File: config.mk
export PLATFORM = sky130hd
export DESIGN_NAME = moore_arbiter_flat
export DESIGN_NICKNAME = d
export VERILOG_FILES = /design/src/rtl/moore_arbiter_if.sv /design/src/rtl/moore_arbiter.sv /design/src/flat_wrapper.sv
export SDC_FILE = /design/constraint.sdc
export NUM_CORES = 1
export LEC_CHECK = 0
export ABC_AREA = 0
export CAP_MARGIN = 5
export CORE_MARGIN = 1
export CORE_UTILIZATION = 48
export CTS_CLUSTER_DIAMETER = 40
export CTS_CLUSTER_SIZE = 40
export DETAILED_ROUTE_END_ITERATION = 6
export PLACE_DENSITY = 0.82
export SYNTH_ARGS = -nofsm -noshare
export SYNTH_HDL_FRONTEND = slang
export SYNTH_SLANG_ARGS = --single-unit
File: constraint.sdc
create_clock -name clk -period 2.45 [get_ports clk]
set_input_delay 0.6125 -clock clk [delete_from_list [all_inputs] [get_ports clk]]
set_output_delay 0.6125 -clock clk [all_outputs]
set_load 0.005 [all_outputs]
File: src/rtl/moore_arbiter_if.sv
// Requester/detector bundle for moore_arbiter: four serial requesters share one
// Moore sequence detector. The arbiter uses the slave modport; the requester/detector side uses master.
interface moore_arbiter_if;
    logic       ena;
    logic [3:0] req;
    logic [3:0] bit_in;
    logic [3:0] last;
    logic       det_hit;
    logic [3:0] gnt;
    logic       det_bit;
    logic       det_valid;
    logic       det_clr;
    logic [3:0] hit;
    logic       busy;
    logic       tmo;

    modport master (
        output ena, req, bit_in, last, det_hit,
        input  gnt, det_bit, det_valid, det_clr, hit, busy, tmo
    );

    modport slave (
        input  ena, req, bit_in, last, det_hit,
        output gnt, det_bit, det_valid, det_clr, hit, busy, tmo
    );
endinterface

File: src/rtl/moore_arbiter.sv
// Round-robin arbiter granting one of four serial streams to a shared detector.
// Optional macro ARB_TIMEOUT_EN bounds each stream to 16 forwarded bits.
module moore_arbiter (
    input  logic            clk,
    input  logic            rst,
    moore_arbiter_if.slave  bus
);
    typedef enum logic [1:0] {IDLE, CLEAR, STREAM, DRAIN} state_t;

    state_t     state, state_nxt;
    logic [1:0] owner, owner_nxt;
    logic [1:0] rr_ptr, rr_ptr_nxt;
    logic [1:0] pick;
    logic [3:0] gnt_q, gnt_nxt;
    logic [3:0] hit_q, hit_nxt;
    logic       det_bit_q, det_bit_nxt;
    logic       det_valid_q, det_valid_nxt;
    logic       det_clr_q, det_clr_nxt;
`ifdef ARB_TIMEOUT_EN
    logic [4:0] bit_cnt, bit_cnt_nxt;
    logic       tmo_q, tmo_nxt;
`endif

    // First set request at or after rr_ptr; walking offsets downward lets the
    // smallest offset win.
    always_comb begin
        pick = rr_ptr;
        for (int i = 3; i >= 0; i--) begin
            if (bus.req[rr_ptr + 2'(i)]) pick = rr_ptr + 2'(i);
        end
    end

    always_comb begin
        // NOTE: every signal gets a default before the case so no path leaves it
        // unassigned, which would otherwise infer a latch.
        state_nxt     = state;
        owner_nxt     = owner;
        rr_ptr_nxt    = rr_ptr;
        gnt_nxt       = gnt_q;
        det_bit_nxt   = det_bit_q;
        det_valid_nxt = 1'b0;
        det_clr_nxt   = 1'b0;
        hit_nxt       = 4'b0000;
`ifdef ARB_TIMEOUT_EN
        bit_cnt_nxt   = bit_cnt;
        tmo_nxt       = 1'b0;
`endif
        if (bus.ena) begin
            case (state)
                IDLE: begin
                    if (|bus.req) begin
                        owner_nxt   = pick;
                        det_clr_nxt = 1'b1;
                        gnt_nxt     = 4'b0000;
                        state_nxt   = CLEAR;
                    end
                end
                CLEAR: begin
                    gnt_nxt   = 4'b0001 << owner;
                    state_nxt = STREAM;
`ifdef ARB_TIMEOUT_EN
                    bit_cnt_nxt = 5'd0;
`endif
                end
                STREAM: begin
                    if (bus.det_hit) hit_nxt = 4'b0001 << owner;
                    if (!bus.req[owner]) begin
                        gnt_nxt   = 4'b0000;
                        state_nxt = DRAIN;
                    end else begin
                        det_bit_nxt   = bus.bit_in[owner];
                        det_valid_nxt = 1'b1;
                        if (bus.last[owner]) begin
                            gnt_nxt   = 4'b0000;
                            state_nxt = DRAIN;
                        end
`ifdef ARB_TIMEOUT_EN
                        else if (bit_cnt == 5'd15) begin
                            gnt_nxt   = 4'b0000;
                            state_nxt = DRAIN;
                            tmo_nxt   = 1'b1;
                        end
                        bit_cnt_nxt = bit_cnt + 5'd1;
`endif
                    end
                end
                DRAIN: begin
                    if (bus.det_hit) hit_nxt = 4'b0001 << owner;
                    gnt_nxt    = 4'b0000;
                    rr_ptr_nxt = owner + 2'd1;
                    state_nxt  = IDLE;
                end
                default: state_nxt = IDLE;
            endcase
        end
    end

    // NOTE: sequential state uses non-blocking assignments so every register
    // samples the pre-edge values regardless of statement order.
    always_ff @(posedge clk) begin
        if (rst) begin
            state       <= IDLE;
            owner       <= 2'd0;
            rr_ptr      <= 2'd0;
            gnt_q       <= 4'b0000;
            hit_q       <= 4'b0000;
            det_bit_q   <= 1'b0;
            det_valid_q <= 1'b0;
            det_clr_q   <= 1'b0;
`ifdef ARB_TIMEOUT_EN
            bit_cnt     <= 5'd0;
            tmo_q       <= 1'b0;
`endif
        end else begin
            state       <= state_nxt;
            owner       <= owner_nxt;
            rr_ptr      <= rr_ptr_nxt;
            gnt_q       <= gnt_nxt;
            hit_q       <= hit_nxt;
            det_bit_q   <= det_bit_nxt;
            det_valid_q <= det_valid_nxt;
            det_clr_q   <= det_clr_nxt;
`ifdef ARB_TIMEOUT_EN
            bit_cnt     <= bit_cnt_nxt;
            tmo_q       <= tmo_nxt;
`endif
        end
    end

    assign bus.gnt       = gnt_q;
    assign bus.hit       = hit_q;
    assign bus.det_bit   = det_bit_q;
    assign bus.det_valid = det_valid_q;
    assign bus.det_clr   = det_clr_q;
    assign bus.busy      = (state != IDLE);
`ifdef ARB_TIMEOUT_EN
    assign bus.tmo       = tmo_q;
`else
    assign bus.tmo       = 1'b0;
`endif
endmodule

File: src/flat_wrapper.sv
// flat-port wrapper written by rule: the top's interface ports become plain ports
module moore_arbiter_flat 
  (clk, rst, bus_ena, bus_req, bus_bit_in, bus_last, bus_det_hit, bus_gnt, bus_det_bit, bus_det_valid, bus_det_clr, bus_hit, bus_busy, bus_tmo);
  moore_arbiter_if bus_i ();
  input  logic clk;
  input  logic rst;
  input wire logic [$bits(bus_i.ena)-1:0] bus_ena;
  input wire logic [$bits(bus_i.req)-1:0] bus_req;
  input wire logic [$bits(bus_i.bit_in)-1:0] bus_bit_in;
  input wire logic [$bits(bus_i.last)-1:0] bus_last;
  input wire logic [$bits(bus_i.det_hit)-1:0] bus_det_hit;
  output wire logic [$bits(bus_i.gnt)-1:0] bus_gnt;
  output wire logic [$bits(bus_i.det_bit)-1:0] bus_det_bit;
  output wire logic [$bits(bus_i.det_valid)-1:0] bus_det_valid;
  output wire logic [$bits(bus_i.det_clr)-1:0] bus_det_clr;
  output wire logic [$bits(bus_i.hit)-1:0] bus_hit;
  output wire logic [$bits(bus_i.busy)-1:0] bus_busy;
  output wire logic [$bits(bus_i.tmo)-1:0] bus_tmo;
  assign bus_i.ena = bus_ena;
  assign bus_i.req = bus_req;
  assign bus_i.bit_in = bus_bit_in;
  assign bus_i.last = bus_last;
  assign bus_i.det_hit = bus_det_hit;
  assign bus_gnt = bus_i.gnt;
  assign bus_det_bit = bus_i.det_bit;
  assign bus_det_valid = bus_i.det_valid;
  assign bus_det_clr = bus_i.det_clr;
  assign bus_hit = bus_i.hit;
  assign bus_busy = bus_i.busy;
  assign bus_tmo = bus_i.tmo;
  moore_arbiter u_core (.clk(clk), .rst(rst), .bus(bus_i));
endmodule
==> metrics.cfg <==
[timing]
hold_viol=0
slew_violations=0
hold_ws_ps=480.7
setup_ws_ps=162.1
clock_skew_ps=4.500
relSlewSlack_pct=63.71
rsz0062_at_grt=false
setup_tns_ps=0
finalSetupViolations=0
post-route-period-util_pct=93.38
fin_crit_ps=2288
tightest_slew_ps=542.6
fmax_mhz=437.1

[grt]
antenna_found_initial=0
grt.overflow.total=0
grt_max_degree=18
grt_pass1_vias=740
grt.total_usage_pct=20.80
grt_pass1_wl_um=3118

[critical_path]
critical_path.endpoint_type=output port
path_class=register to output port
startpoint_type=register
cp_data_arrival_time_ps=1680
crit_fanout=5
cp.required_ps=1840

[synth]
yosys_warnings=0
ys.flop_type=dfxtp_1
synth_fp_nets=125
synth_edf_count=0
async_reset_ff_share_pct=0
ys_seq_area_share_pct=36.51
synth_cells=101
ys_types=28
netlist_area_um2=932.1
ys_seq_elements=17
avgSynthCellArea_um2=9.229

[pwr]
peakVddDrop_v=0.0002995
power.density_mw_per_mm2=473.8
p_total_uw=590.5
p_leak_uw=0.0004843

[route]
drc=0
avgRoutedWirePerCell_um=12.22
drt_iter0_markers=19
vias=791
avgViaCountPerCell=5.103
postRouteAntennaNets=0
routed_wl_um=1894
firstDrtPassIters=4

[floorplan]
dieArea_mm2=0.002122
rows=15
pin_count=29
die_y_um=46.07
initial_utilization_pct=52.84
die_x_um=46.07
core_area_mm2=0.001764

[layout]
final_nets=155
final_common_cell=clkdlybuf4s50_1
fillers=149
mostFrequentLayoutCells=clkdlybuf4s50_1, dfxtp_1, nand2_1
area_growth_pct=33.69
drive_gt1_share_pct=5.385
antenna_cells=0
finalNonFillerCells=155
regArea_um2=340.3
multi_input_area_um2=546.8

[placement]
port_buffers=27
gp_congestion=0.7869
dp.cells=151
hpwl_um=1468
dp_slack_ps=258.1

[cts]
cts-root-buf=clkbuf_4
cts_tree=built
cts_buffer_depth=2
numCtsBuffers=3
clk_pin_slew_ps=100
clock_sinks=17
cts_setup_buffers=0
clkLatencyLatePin_ps=290
htree_num_levels=1
cts_hold_buffers=0
cts_resized=0

[run_status]
status=finished, final reports clean

[worst_hold_path]
hold_path_class=register to register

[flow_run]
drv_cap=0

==> registers in the layout (all words and copies together) (netlist names) <==
register / count
u_core.bus.gnt: 4
u_core.bus.hit: 4
u_core.owner: 2
u_core.rr_ptr: 2
u_core.state: 2
u_core.bus.det_bit: 1
u_core.bus.det_clr: 1
u_core.bus.det_valid: 1
==> worst max-delay path: stages, from the launching register on <==
cell and delay (ps):
dfxtp_1 430, inv_1 100, ha_1 230, inv_1 120, clkdlybuf4s50_1 510
==> area by class of cell <==
type | instances | area share (%)
multi-input cells | 75 | 43.88
flip-flops and latches | 17 | 27.31
repair buffers | 28 | 22.29
well taps | 25 | 2.510
clock buffers | 3 | 1.807
inverters | 6 | 1.807
clock inverters | 1 | 0.4016
==> synth_stat cells, types with 3 or more instances <==
cell type,instances,share of area [%]
o21ai_0,3,1.6
inv_1,6,2.4
nand2b_1,8,5.4
nand2_1,10,4.0
mux2i_1,8,8.6
nor3_1,5,2.7
and2_1,4,2.7
ha_1,8,11
a21oi_1,6,3.2
dfxtp_1,17,37
nor2b_1,5,3.4
nor2_1,5,2.0
==> stage by stage <==
stage          utilization (%)  cell area, um2
3_3_place_gp             69.08            1219
2_1_floorplan                -           932.1
3_5_place_dp             69.08            1219
5_1_grt                  70.64            1246
6_report                 70.64            1246
4_1_cts                  70.64            1246
==> path summary, 6_finish.rpt <==
kind                     startpoint                 to  slack, ps  cells past startpoint
setup reg to reg    u_core.owner[0]  u_core.bus.gnt[2]        810                      4
hold reg to reg   u_core.bus.gnt[3]  u_core.bus.gnt[3]        480                      2
hold / removal    u_core.bus.gnt[3]  u_core.bus.gnt[3]        480                      2
setup / recovery    u_core.state[1]           bus_busy        160                      4
==> metal layers <==
metal / vias to the layer above / GRT usage, % / share of wire (%)
li1: 398 / - / -
met1: 354 / 25.00 / 44
met3: 2 / 3.922 / 6.5
met5: - / 0 / 0
met4: 0 / 7.059 / 0.48
met2: 37 / 36.62 / 49
==> cells by family after synthesis <==
kind of cell	count (synthesis)	synth area share, %
adder cells (fa/ha/maj)	8	10.74
buffers and inverters	9	4.832
other	1	0.4023
AND/OR/NAND/NOR	42	23.63
AO/OA/AOI/OAI	14	10.07
multiplexers	10	13.83
flip-flops	17	36.51
==> power by group <==
part	total (uW)	internal [uW]	switching (uW)
clock	150	60.6	89.8
sequential	301	288	12.3
combinational	139	75.6	63.7
total	590	425	166
Power figures use the tool's default switching activity.
